$ cat config.mk
export PLATFORM = sky130hd
export DESIGN_NAME = divisor_test_sequencer
export DESIGN_NICKNAME = d
export VERILOG_FILES = /design/src/rtl/divisor_test_sequencer.sv
export SDC_FILE = /design/constraint.sdc
export NUM_CORES = 1
export LEC_CHECK = 0
export CELL_PAD_IN_SITES_DETAIL_PLACEMENT = 1
export CELL_PAD_IN_SITES_GLOBAL_PLACEMENT = 2
export CORE_MARGIN = 4
export CORE_UTILIZATION = 39
export DETAILED_ROUTE_END_ITERATION = 6
export DONT_BUFFER_PORTS = 1
export GPL_TIMING_DRIVEN = 0
export HOLD_SLACK_MARGIN = 0.08
export PLACE_DENSITY_LB_ADDON = 0.1
export SYNTH_ARGS = -nofsm -noshare
export SYNTH_HDL_FRONTEND = slang
export SYNTH_SLANG_ARGS = --single-unit
export TNS_END_PERCENT = 100
$ cat constraint.sdc
create_clock -name clk_i -period 3 [get_ports clk_i]
set_input_delay 0.3 -clock clk_i [delete_from_list [all_inputs] [get_ports clk_i]]
set_output_delay 0.3 -clock clk_i [all_outputs]
set_load 0.01 [all_outputs]
$ cat src/rtl/divisor_test_sequencer.sv
// Initiator for the Start/Ack search-engine protocol: streams a data set into the
// engine memory, runs the engine, captures its result and reports it upstream.
module divisor_test_sequencer #(
  parameter int N_WORDS = 16,
  parameter int WIDTH   = 8,
  parameter int CNT_W   = 16,
  parameter int TIMEOUT = 1024
) (
  input  logic                       clk_i,
  input  logic                       rst_ni,
  input  logic [WIDTH-1:0]           in_data_i,
  input  logic                       in_valid_i,
  output logic                       in_ready_o,
  output logic                       mem_wr_en_o,
  output logic [$clog2(N_WORDS)-1:0] mem_addr_o,
  output logic [WIDTH-1:0]           mem_data_o,
  output logic                       start_o,
  output logic                       ack_o,
  input  logic                       qdf_i,
  input  logic                       qdnf_i,
  input  logic [WIDTH-1:0]           max_i,
  output logic                       res_valid_o,
  input  logic                       res_ready_i,
  output logic [WIDTH-1:0]           res_max_o,
  output logic                       res_found_o,
  output logic                       res_timeout_o,
  output logic                       res_err_o,
  output logic [CNT_W-1:0]           res_clocks_o,
  output logic                       q_load_o,
  output logic                       q_start_o,
  output logic                       q_wait_o,
  output logic                       q_ack_o,
  output logic                       q_rep_o
);

  localparam int AW = $clog2(N_WORDS);

  localparam logic [2:0] ST_LOAD   = 3'd0;
  localparam logic [2:0] ST_START  = 3'd1;
  localparam logic [2:0] ST_WAIT   = 3'd2;
  localparam logic [2:0] ST_ACK    = 3'd3;
  localparam logic [2:0] ST_REPORT = 3'd4;

  localparam logic [AW-1:0]    LAST_ADDR = AW'(N_WORDS - 1);
  localparam logic [CNT_W-1:0] TIMEOUT_C = CNT_W'(TIMEOUT);

  logic [2:0]       state_q, state_d;
  logic [AW-1:0]    wcnt_q, wcnt_d;
  logic [CNT_W-1:0] cnt_q, cnt_d;
  logic [WIDTH-1:0] res_max_q, res_max_d;
  logic             res_found_q, res_found_d;
  logic             res_timeout_q, res_timeout_d;
  logic             res_err_q, res_err_d;
  logic [CNT_W-1:0] res_clocks_q, res_clocks_d;

  logic             accept_s;
  logic             done_s;
  logic [CNT_W-1:0] cnt_inc_s;

  // Handshake strobes are gated by reset so nothing leaks out while it is held low.
  assign in_ready_o  = rst_ni & (state_q == ST_LOAD);
  assign accept_s    = in_valid_i & in_ready_o;
  assign mem_wr_en_o = accept_s;
  assign mem_addr_o  = wcnt_q;
  assign mem_data_o  = in_data_i;
  assign start_o     = rst_ni & (state_q == ST_START);
  assign ack_o       = rst_ni & (state_q == ST_ACK);
  assign res_valid_o = (state_q == ST_REPORT);
  assign done_s      = qdf_i | qdnf_i;
  assign cnt_inc_s   = cnt_q + CNT_W'(1);

  assign q_load_o    = (state_q == ST_LOAD);
  assign q_start_o   = (state_q == ST_START);
  assign q_wait_o    = (state_q == ST_WAIT);
  assign q_ack_o     = (state_q == ST_ACK);
  assign q_rep_o     = (state_q == ST_REPORT);

  assign res_max_o     = res_max_q;
  assign res_found_o   = res_found_q;
  assign res_timeout_o = res_timeout_q;
  assign res_err_o     = res_err_q;
  assign res_clocks_o  = res_clocks_q;

  always_comb begin
    state_d       = state_q;
    wcnt_d        = wcnt_q;
    cnt_d         = cnt_q;
    res_max_d     = res_max_q;
    res_found_d   = res_found_q;
    res_timeout_d = res_timeout_q;
    res_err_d     = res_err_q;
    res_clocks_d  = res_clocks_q;
    case (state_q)
      ST_LOAD: begin
        if (accept_s) begin
          if (wcnt_q == LAST_ADDR) begin
            wcnt_d  = '0;
            state_d = ST_START;
          end else begin
            wcnt_d = wcnt_q + AW'(1);
          end
        end else begin
          wcnt_d = wcnt_q;
        end
      end
      ST_START: begin
        cnt_d   = '0;
        state_d = ST_WAIT;
      end
      ST_WAIT: begin
        // A done sample on the final permitted clock still wins over the timeout.
        if (done_s) begin
          res_max_d    = max_i;
          res_found_d  = qdf_i & ~qdnf_i;
          res_err_d    = qdf_i & qdnf_i;
          res_clocks_d = cnt_inc_s;
          state_d      = ST_ACK;
        end else if (cnt_inc_s == TIMEOUT_C) begin
          res_timeout_d = 1'b1;
          res_found_d   = 1'b0;
          res_max_d     = '0;
          res_clocks_d  = TIMEOUT_C;
          state_d       = ST_REPORT;
        end else begin
          cnt_d = cnt_inc_s;
        end
      end
      ST_ACK: begin
        state_d = ST_REPORT;
      end
      ST_REPORT: begin
        if (res_ready_i) begin
          res_max_d     = '0;
          res_found_d   = 1'b0;
          res_timeout_d = 1'b0;
          res_err_d     = 1'b0;
          res_clocks_d  = '0;
          state_d       = ST_LOAD;
        end else begin
          state_d = ST_REPORT;
        end
      end
      default: begin
        state_d = ST_LOAD;
      end
    endcase
  end

  always_ff @(posedge clk_i or negedge rst_ni) begin
    if (!rst_ni) begin
      state_q       <= ST_LOAD;
      wcnt_q        <= '0;
      cnt_q         <= '0;
      res_max_q     <= '0;
      res_found_q   <= 1'b0;
      res_timeout_q <= 1'b0;
      res_err_q     <= 1'b0;
      res_clocks_q  <= '0;
    end else begin
      state_q       <= state_d;
      wcnt_q        <= wcnt_d;
      cnt_q         <= cnt_d;
      res_max_q     <= res_max_d;
      res_found_q   <= res_found_d;
      res_timeout_q <= res_timeout_d;
      res_err_q     <= res_err_d;
      res_clocks_q  <= res_clocks_d;
    end
  end

endmodule

After elaboration in Yosys (flattened, before gate mapping)
Index checks and enable logic that the tools add are counted.

word-level totals
  output and inout port bits = 49
  register bits after elaboration = 50

operators by class
  reductions and logical operators = 9
  mux-type cells = 27
  add/sub/neg operators = 2
  bitwise gates (word level) = 8
  eq/ne operators = 14

operators by type and width
  kind                                              number
  2-to-1 mux 16 bit                                 5
  case mux 16 bit (2 select lines)                  2
  2-to-1 mux 8 bit                                  3
  adder 16 x 1 -> 16 bit (second input constant)    1
  == test 16 x 11 -> 1 bit (second input constant)  1
  case mux 8 bit (2 select lines)                   1
  2-to-1 mux 3 bit                                  5
  case mux 3 bit (5 select lines)                   1
  AND reduction 3 bit                               4
  != test 2 bit (second input constant)             4
  AND 1 bit                                         6
  == test 3 x 2 -> 1 bit (second input constant)    2
  2-to-1 mux 1 bit                                  6
  != test 2 x 1 -> 1 bit (second input constant)    3
  case mux 1 bit (2 select lines)                   3
  adder 4 x 1 -> 4 bit (second input constant)      1
  == test 4 bit (second input constant)             1
  2-to-1 mux 4 bit                                  1
  AND reduction 4 bit                               1
  nonzero test 2 bit                                2
  == test 3 x 1 -> 1 bit (second input constant)    1
  == test 3 bit (second input constant)             1
  logical NOT 3 bit                                 1
  != test 3 x 1 -> 1 bit (second input constant)    1
  other kinds (3)                                   3

Depth between registers and ports, before layout
Gate-level depths: netlist of the first run.

  depth in word-level cells = 5
  gate-level depth with buffers = 10
  depth with buffers taken out = 8

Worst setup path after synthesis of the first run
OpenSTA, ideal clock, no wires.

  path kind = flip-flop to flip-flop
  from = reg cnt_q[0]
  to = reg res_clocks_q[11] (netlist: res_clocks_o[11])
  path slack = 0.712 ns
  cell stages (with the launch flop) = 11
  arrival time = 2.167 ns
  period minus slack after synthesis = 2.288 ns
  data required time = 2.879 ns
  cell sequence = dfrtp_1 -> ha_1 -> nand2_1 -> or3_4 -> o31ai_2 -> nand4_1 -> o21ai_2 -> nand2b_1 -> buf_2 -> buf_6 -> a22o_1

on the way
  word-level cells in the longest chain between the ends = 4
  elaborated cells between the ends (all ways) = 6

ends and longest elaborated chain
  element                                  line  RTL
  from (decl)                              49    logic [CNT_W-1:0] cnt_q, cnt_d;
  from (signal assigned)                   162   cnt_q <= cnt_d;
  adder 16 x 1 -> 16 bit (*)               70    assign cnt_inc_s = cnt_q + CNT_W'(1);
  == test 16 x 11 -> 1 bit                 118   end else if (cnt_inc_s == TIMEOUT_C) begin
  != test 3 x 1 -> 1 bit (no source line)  --
  AND reduction 3 bit (no source line)     --
  to (signal assigned)                     167   res_clocks_q <= res_clocks_d;
  to (decl)                                54    logic [CNT_W-1:0] res_clocks_q, res_clocks_d;

Mark *: on every way between the ends. The rest lies on a longest branch, timed or not.
A chain may end at the register's enable or synchronous reset.

Worst setup path after layout of the first run
  from = reg cnt_q[0]
  to = reg res_clocks_q[8] (netlist: res_clocks_o[8])

Same word-level chain as after synthesis.

==> results of run 1 <==
[through the flow]
step	setup WS, ps	util, %
2_1_floorplan	712	-
3_3_place_gp	205	41.7
3_5_place_dp	211	41.7
4_1_cts	193	43.7
5_1_grt	24.8	43.7
6_report	214	43.7
[path summary, 6_finish.rpt]
kind / depth (start not counted) / slack, ps / startpoint / endpoint
worst max-delay path: 10 / 210 / cnt_q[0] / res_clocks_o[8]
worst min-delay path: 1 / 120 / max_i[2] / res_max_o[2]
worst max register to register: 10 / 210 / cnt_q[0] / res_clocks_o[8]
worst min register to register: 1 / 520 / cnt_q[15] / cnt_q[15]
max in group asynchronous: 2 / 2260 / rst_ni / res_clocks_o[11]
min in group asynchronous: 2 / 520 / rst_ni / res_max_o[2]
[what timing repair did]
item,CTS,global route
hold endpoints to repair,51,0
gates resized for setup,0,0
hold buffers,3,0
[power by group through the flow]
stage               Clock [mW]  Combinational [mW]  Sequential [mW]
floorplan                    0               0.529            0.979
global placement             0               0.688             1.02
detailed placement           0               0.698             1.03
CTS                      0.415               0.721             1.01
global route             0.449               0.792             1.03
finish                   0.401               0.699             1.01
[state kept, by name, summed over array words and instances (netlist names)]
name           flops
res_found_o        1
res_timeout_o      1
state_q            3
res_clocks_o      16
cnt_q             16
res_max_o          8
mem_addr_o         4
res_err_o          1
[final cells by class]
type | count | area [um^2]
fill | 756 | 3820
multi-input combinational | 184 | 1250
sequential | 50 | 1250
buffer | 28 | 191
tap | 96 | 120
clock buffer | 6 | 72.6
timing repair buffer | 3 | 47.5
inverter | 5 | 18.8
clock inverter | 2 | 13.8
[placed cells by master (no fill, tap or decap), types with 4 or more instances in the layout]
| master | synthesis | routed |
|---|---|---|
| a21oi_1 | 8 | 8 |
| buf_6 | 5 | 5 |
| a211o_1 | 5 | 5 |
| xnor2_1 | 11 | 11 |
| o21ai_0 | 11 | 11 |
| nand3_1 | 11 | 11 |
| buf_4 | 11 | 11 |
| nor2b_1 | 4 | 4 |
| xor2_1 | 4 | 4 |
| nand2_1 | 16 | 16 |
| nand4_1 | 8 | 8 |
| o2bb2ai_1 | 6 | 6 |
| a22o_1 | 18 | 18 |
| nor2_1 | 16 | 16 |
| and3_1 | 7 | 7 |
| clkbuf_1 | 5 | 6 |
| nor3_1 | 10 | 10 |
| and2_1 | 6 | 6 |
| dfrtp_1 | 50 | 50 |
| inv_1 | 5 | 5 |
| clkbuf_8 | 0 | 5 |
| nand2b_1 | 4 | 4 |
| buf_2 | 6 | 6 |
[synthesized netlist by cell type, types with 2 or more instances]
library cell | n | area, um^2
nor2_1 | 16 | 60.1
a31o_2 | 2 | 17.5
buf_6 | 5 | 56.3
inv_1 | 5 | 18.8
buf_4 | 11 | 82.6
nand2_1 | 16 | 60.1
xor2_1 | 4 | 35.0
o2bb2ai_1 | 6 | 52.6
and3_1 | 7 | 43.8
mux2_2 | 3 | 33.8
xnor2_1 | 11 | 96.3
o31ai_1 | 2 | 15.0
nor3_1 | 10 | 50.1
dfrtp_1 | 50 | 1250
nor4_1 | 3 | 18.8
clkbuf_1 | 5 | 18.8
nor2b_1 | 4 | 25.0
and2_1 | 6 | 37.5
buf_2 | 6 | 30.0
nand2b_1 | 4 | 25.0
a21o_1 | 2 | 15.0
ha_1 | 3 | 37.5
a211o_1 | 5 | 43.8
a22o_1 | 18 | 158
o21ai_0 | 11 | 55.1
a21oi_1 | 8 | 40.0
nand3_1 | 11 | 55.1
nand4_1 | 8 | 50.1
[routing by layer]
metal | vias up | track usage (%) | wire length, um
li1 | 977 | - | -
met1 | 1010 | 22.3 | 3090
met2 | 50 | 27.3 | 3240
met3 | 6 | 4.64 | 383
met4 | 0 | 4.52 | 80
met5 | - | 0 | 0
[cells by family after synthesis]
family | count (synthesis) | share of synthesized area [%]
compound gates | 67 | 19.1
fa+ha+maj | 3 | 1.38
flops | 50 | 46.1
buf+inv | 33 | 7.74
simple gates | 94 | 18.8
xor+xnor | 15 | 4.84
mux | 5 | 2.03
==> summary.txt, run 1 <==
Status
  • Status: finished clean

Power
  • Leakage: ~1.4 nW
  • Clock power frac: a little under a fifth
  • Internal Power: approximately 1.3 mW
  • Sw frac: 40.4%
  • Logic pwr share: between 30 and 40%
  • Total power: ~2.1 mW
  • Sw power: roughly 850 uW
  • Pwr/cell area: 710 nW/um^2
  • Worst vdd ir: between 0.2 and 0.3 mV
  • Sequential power share: 47.8%

Floorplan
  • Die W: between 90 and 100 um
  • Starting Density: 40.0%
  • Row cnt: 30
  • Die height: 91.4 um
  • IO Count: about 70
  • Die ar.: approximately 8400 um^2
  • Core region area: 6790 um^2

Clocking
  • Cts bufs inserted: 5
  • Clock insertion delay at the later pin of the skew report: between 300 and 400 ps
  • Bufs on Longest Clock Path: 2
  • H-tree depth: 2
  • Reg clk slew, reported paths: about 100 ps
  • Root buffer cell: clkbuf_8
  • Post-CTS setup buffers: 0
  • CTS tree: yes
  • Num Clock Sinks: 50

Timing
  • Final Cycle Share: 92.9%
  • Fin crit period: 2790 ps
  • Worst-Margin Slew: roughly 1000 ps
  • Hold WS: 119 ps
  • Skew final: between 6 and 7 ps
  • Setup TNS: 0 ps
  • Final Max Slew Viols: 0
  • F_max: roughly 360 MHz
  • Fin. Hold Viols: 0
  • Slew HR: ~30%
  • RSZ-0062 raised after global routing: false
  • Final setup vio count: 0

Critical path
  • CP delay by family, top: simple AND/OR/NAND/NOR gates
  • Crit-path max FO: 10
  • Crit path kind: flip-flop to flip-flop
  • Required time worst endpoint: between 3000 and 4000 ps
  • Crit-path cells: ha_1 -> nand2_1 -> or3_4 -> o31ai_2 -> nand4_1 -> o21ai_2 -> nand2b_1 -> buf_2 -> buf_6 -> a22o_1
  • CP bufs+invs: 2
  • CP Capture Type: flip-flop
  • Startpoint Class: flip-flop
  • Critical Path AT: 2980 ps
  • Slowest CP cell: dfrtp_1
  • Slowest stage delay, CP: around 490 ps

Yosys
  • Mapped Nets: approximately 300
  • Async SR Flop Fraction: 100%
  • Number of synthesized flops with an enable pin: 0
  • Yosys cell types: 53
  • Syn Std Cell Area: 2720 um^2
  • Mapped Cells: 267
  • Flops & latches, synth: 50
  • Post-Syn Area per Cell: between 10 and 15 um^2
  • Synthesis warning total: 0
  • Sequential fraction of the synthesis area: about 46%
  • Most used DFF post-synth: dfrtp_1

Placed design
  • Placed Cells: between 300 and 400
  • Post-Place Cell Area: 2840 um^2
  • PortBufs: 0
  • Detailed placement HPWL: 4800 um
  • Routability cong.: between 0.7 and 0.8

Finish
  • Final nets: roughly 300
  • Final Instance Count excl. Fillers: roughly 370
  • Post-route cell area: between 2000 and 3000 um^2
  • Layout cells sized above 1: around 16%
  • Number of diodes: 0
  • Area added between synthesis and finish: 9.35%

Global routing
  • First-pass GRT wire length: around 11000 um
  • Number of global-route vias before repair: 2057
  • GR Overflow Total: 0
  • Initial antenna violation count: 0
  • Largest net degree at the start of global routing: 51
  • Total GRT Usage: around 17%

Detailed routing
  • Detailed Route Iter0 Violations: 150
  • TritonRoute pass-1 iters: 4
  • Vias per cell: about 5.5
  • Via count: just over 2k
  • Drt drc: 0
  • Final antenna-violating net count: 0
  • WL per Instance: roughly 18 um
  • Post-Route WL: just under 7000 um

Run
  • Max-cap violations: 0

Min path
  • HP Class: input pin to flip-flop
Note: power is estimated with default switching activity, not from simulation.
==> run 2, diff against run 1 <==
--- a/config.mk
+++ b/config.mk
@@ -8,7 +8,7 @@
 export CELL_PAD_IN_SITES_DETAIL_PLACEMENT = 1
 export CELL_PAD_IN_SITES_GLOBAL_PLACEMENT = 2
 export CORE_MARGIN = 4
-export CORE_UTILIZATION = 39
+export CORE_UTILIZATION = 35
 export DETAILED_ROUTE_END_ITERATION = 6
 export DONT_BUFFER_PORTS = 1
 export GPL_TIMING_DRIVEN = 0
==> constraint.sdc (replaced) <==
create_clock -name clk_i -period 2.4 [get_ports clk_i]
set_input_delay 0.24 -clock clk_i [delete_from_list [all_inputs] [get_ports clk_i]]
set_output_delay 0.24 -clock clk_i [all_outputs]
set_load 0.01 [all_outputs]
==> run 2 against run 1 <==
Effect of this change: the run now ends with negative setup slack left; setup slack got worse by 230 ps; critical path depth is the same; register-to-register slack worse by 230 ps; count of clock-buffer cells in the layout fell by 1; sequential share of layout area down 6.3 points; routed wire length up 12%; combinational power is 79% higher.
==> summary.txt, run 2 (synthesis results as in run 1) <==
Finish
  • Area added between synthesis and finish: 29.0%
  • Most frequent cells in the layout: dfrtp_1, buf_4, a22o_1, nand2_1, nor2_1
  • Leading cell type in the layout, fill and taps excluded: dfrtp_1
  • Final Instance Count excl. Fillers: 417 (+11%)
  • Layout cells sized above 1: 28.6% (+12 points)
  • Final nets: 342 (+13%)
  • Final core occ: 47.3% (+3.6 points)
  • Number of diodes: 0 (unchanged)

Global routing
  • First-pass GRT wire length: 12200 um (+8.2%)
  • Initial antenna violation count: 0 (unchanged)
  • Largest net degree at the start of global routing: 51 (unchanged)
  • Total GRT Usage: 16.9% (about the same)
  • GR Overflow Total: 0 (unchanged)
  • Number of global-route vias before repair: 2219 (+7.9%)

Critical path
  • Required time worst endpoint: 2640 ps (-560 ps)
  • CP delay by family, top: simple AND/OR/NAND/NOR gates
  • Slowest CP cell: or3_4
  • Worst path most repeated cell: buf_6
  • Startpoint Class: flip-flop
  • Crit-path cells: buf_6 -> nand4_4 -> or3_4 -> o31ai_4 -> nand4_1 -> or2_1 -> buf_6 -> a21oi_4 -> buf_16 -> o21ba_1
  • CP bufs+invs: 3 (+1)
  • Critical Path AT: 2650 ps (-330 ps)
  • Crit-path max FO: 5 (-5)
  • Crit path kind: flip-flop to flip-flop
  • CP Capture Type: flip-flop
  • Slowest stage delay, CP: 420 ps (-70 ps)

Placed design
  • PortBufs: 0 (unchanged)
  • Detailed placement HPWL: 4970 um (+3.5%)
  • Placed Cells: 366 (+0.83%)
  • Place WS: -426 ps (-637 ps)
  • Routability cong.: 0.759 (about the same)

Floorplan
  • Die height: 96.1 um (+5.1%)
  • Core region area: 7410 um^2 (+9.0%)
  • Row cnt: 31 (+3.3%)
  • Die ar.: 9230 um^2 (+10%)
  • Starting Density: 36.6% (-3.3 points)
  • Die W: 96.1 um (+5.1%)
  • IO Count: 71 (unchanged)

Detailed routing
  • Post-Route WL: 7590 um (+12%)
  • Detailed Route Iter0 Violations: 87 (-42%)
  • Final antenna-violating net count: 0 (unchanged)
  • TritonRoute pass-1 iters: 4 (unchanged)
  • Via count: 2222 (+8.8%)
  • Vias per cell: 5.33 (-2.5%)
  • Drt drc: 0 (unchanged)
  • WL per Instance: 18.2 um (about the same)

Power
  • Worst vdd ir: 0.381 mV (+30%)
  • Pwr/cell area: 863 nW/um^2 (+22%)
  • Leakage: 1.63 nW (+20%)

Min path
  • HP Class: input pin to flip-flop

Clocking
  • Clock insertion delay at the later pin of the skew report: 310 ps (about the same)
  • Num Clock Sinks: 50 (unchanged)
  • Reg clk slew, reported paths: 110 ps (about the same)
  • Cts bufs inserted: 5 (unchanged)
  • CTS tree: yes
  • H-tree depth: 2 (unchanged)
  • Bufs on Longest Clock Path: 2 (unchanged)
  • Root buffer cell: clkbuf_8

Timing
  • Final setup vio count: 9 (+9)
  • Slew HR: 47.6% (+18 points)
  • Final Cycle Share: 101% (+7.6 points)
  • Final Max Slew Viols: 0 (unchanged)
  • RSZ-0062 raised after global routing: true
  • F_max: 415 MHz (+15%)
  • Fin. Hold Viols: 0 (unchanged)
  • Worst setup margin: -12.5 ps (-226 ps)
  • Skew final: 11.5 ps (+5.19 ps)
  • Worst-Margin Slew: 784 ps (-264 ps)
  • Fin crit period: 2410 ps (-374 ps)

Status
  • Status: finished with violations
  • Failing checks: negative setup slack

Run
  • Max-cap violations: 0 (unchanged)
[run 2: timing repair]
item / CTS / global route
resized for setup: 25 / 11
endpoints found under the setup margin: 44 / 38
hold buffers: 12 / 0
cloned: 1 / 2
pin swaps: 10 / 30
buffers inserted: 15 / 14
endpoints found under the hold margin: 60 / 0
[run 2: path summary, 6_finish.rpt]
path	start	to	slack, ps	depth (start not counted)
setup / recovery	cnt_q[5]	cnt_q[11]	-10	10
hold / removal	res_ready_i	state_q[2]	120	2
setup reg to reg	cnt_q[5]	cnt_q[11]	-10	10
hold reg to reg	cnt_q[15]	cnt_q[15]	530	1
max in group asynchronous	rst_ni	cnt_q[11]	1700	2
min in group asynchronous	rst_ni	mem_addr_o[3]	450	2
[run 2: area by class of cell]
cell class | count | area [um^2]
fill | 828 | 3910
multi-input combinational | 184 | 1340
sequential | 50 | 1250
timing repair buffer | 44 | 437
buffer | 27 | 240
tap | 99 | 124
clock buffer | 5 | 68.8
clock inverter | 3 | 23.8
inverter | 5 | 18.8
[run 2: worst reg2reg max path, cell delays in order, from the launching register on]
cell,delay (ps)
dfrtp_1,350
buf_6,100
nand4_4,150
or3_4,430
o31ai_4,230
nand4_1,160
or2_1,270
buf_6,130
a21oi_4,240
buf_16,160
o21ba_1,120
[run 2: metrics by stage]
step / total power [mW] / cell area (um^2) / hold slack (ps) / setup TNS [ps]
floorplan: 1.88 / 2720 / -55.6 / 0
global placement: 2.14 / 2840 / -54.3 / -13240
detailed placement: 2.17 / 2840 / -54.2 / -14020
CTS: 2.91 / 3310 / 111 / 0
global route: 3.22 / 3500 / 115 / -2990
finish: 3.02 / 3500 / 119 / -58.5
[run 2: where the power goes]
group          total, mW  internal [mW]  leakage [nW]  switching [mW]
Clock              0.519          0.209        0.0408           0.310
Sequential          1.26           1.02         0.668           0.237
Combinational       1.25          0.609         0.926           0.639
[run 2: metal layers]
| metal | vias to the layer above | GRT usage (%) | wire length, um |
|---|---|---|---|
| met5 | - | 0 | 0 |
| met1 | 1112 | 23.1 | 3560 |
| li1 | 1057 | - | - |
| met3 | 5 | 2.89 | 338 |
| met4 | 0 | 3.08 | 36 |
| met2 | 48 | 28.3 | 3650 |
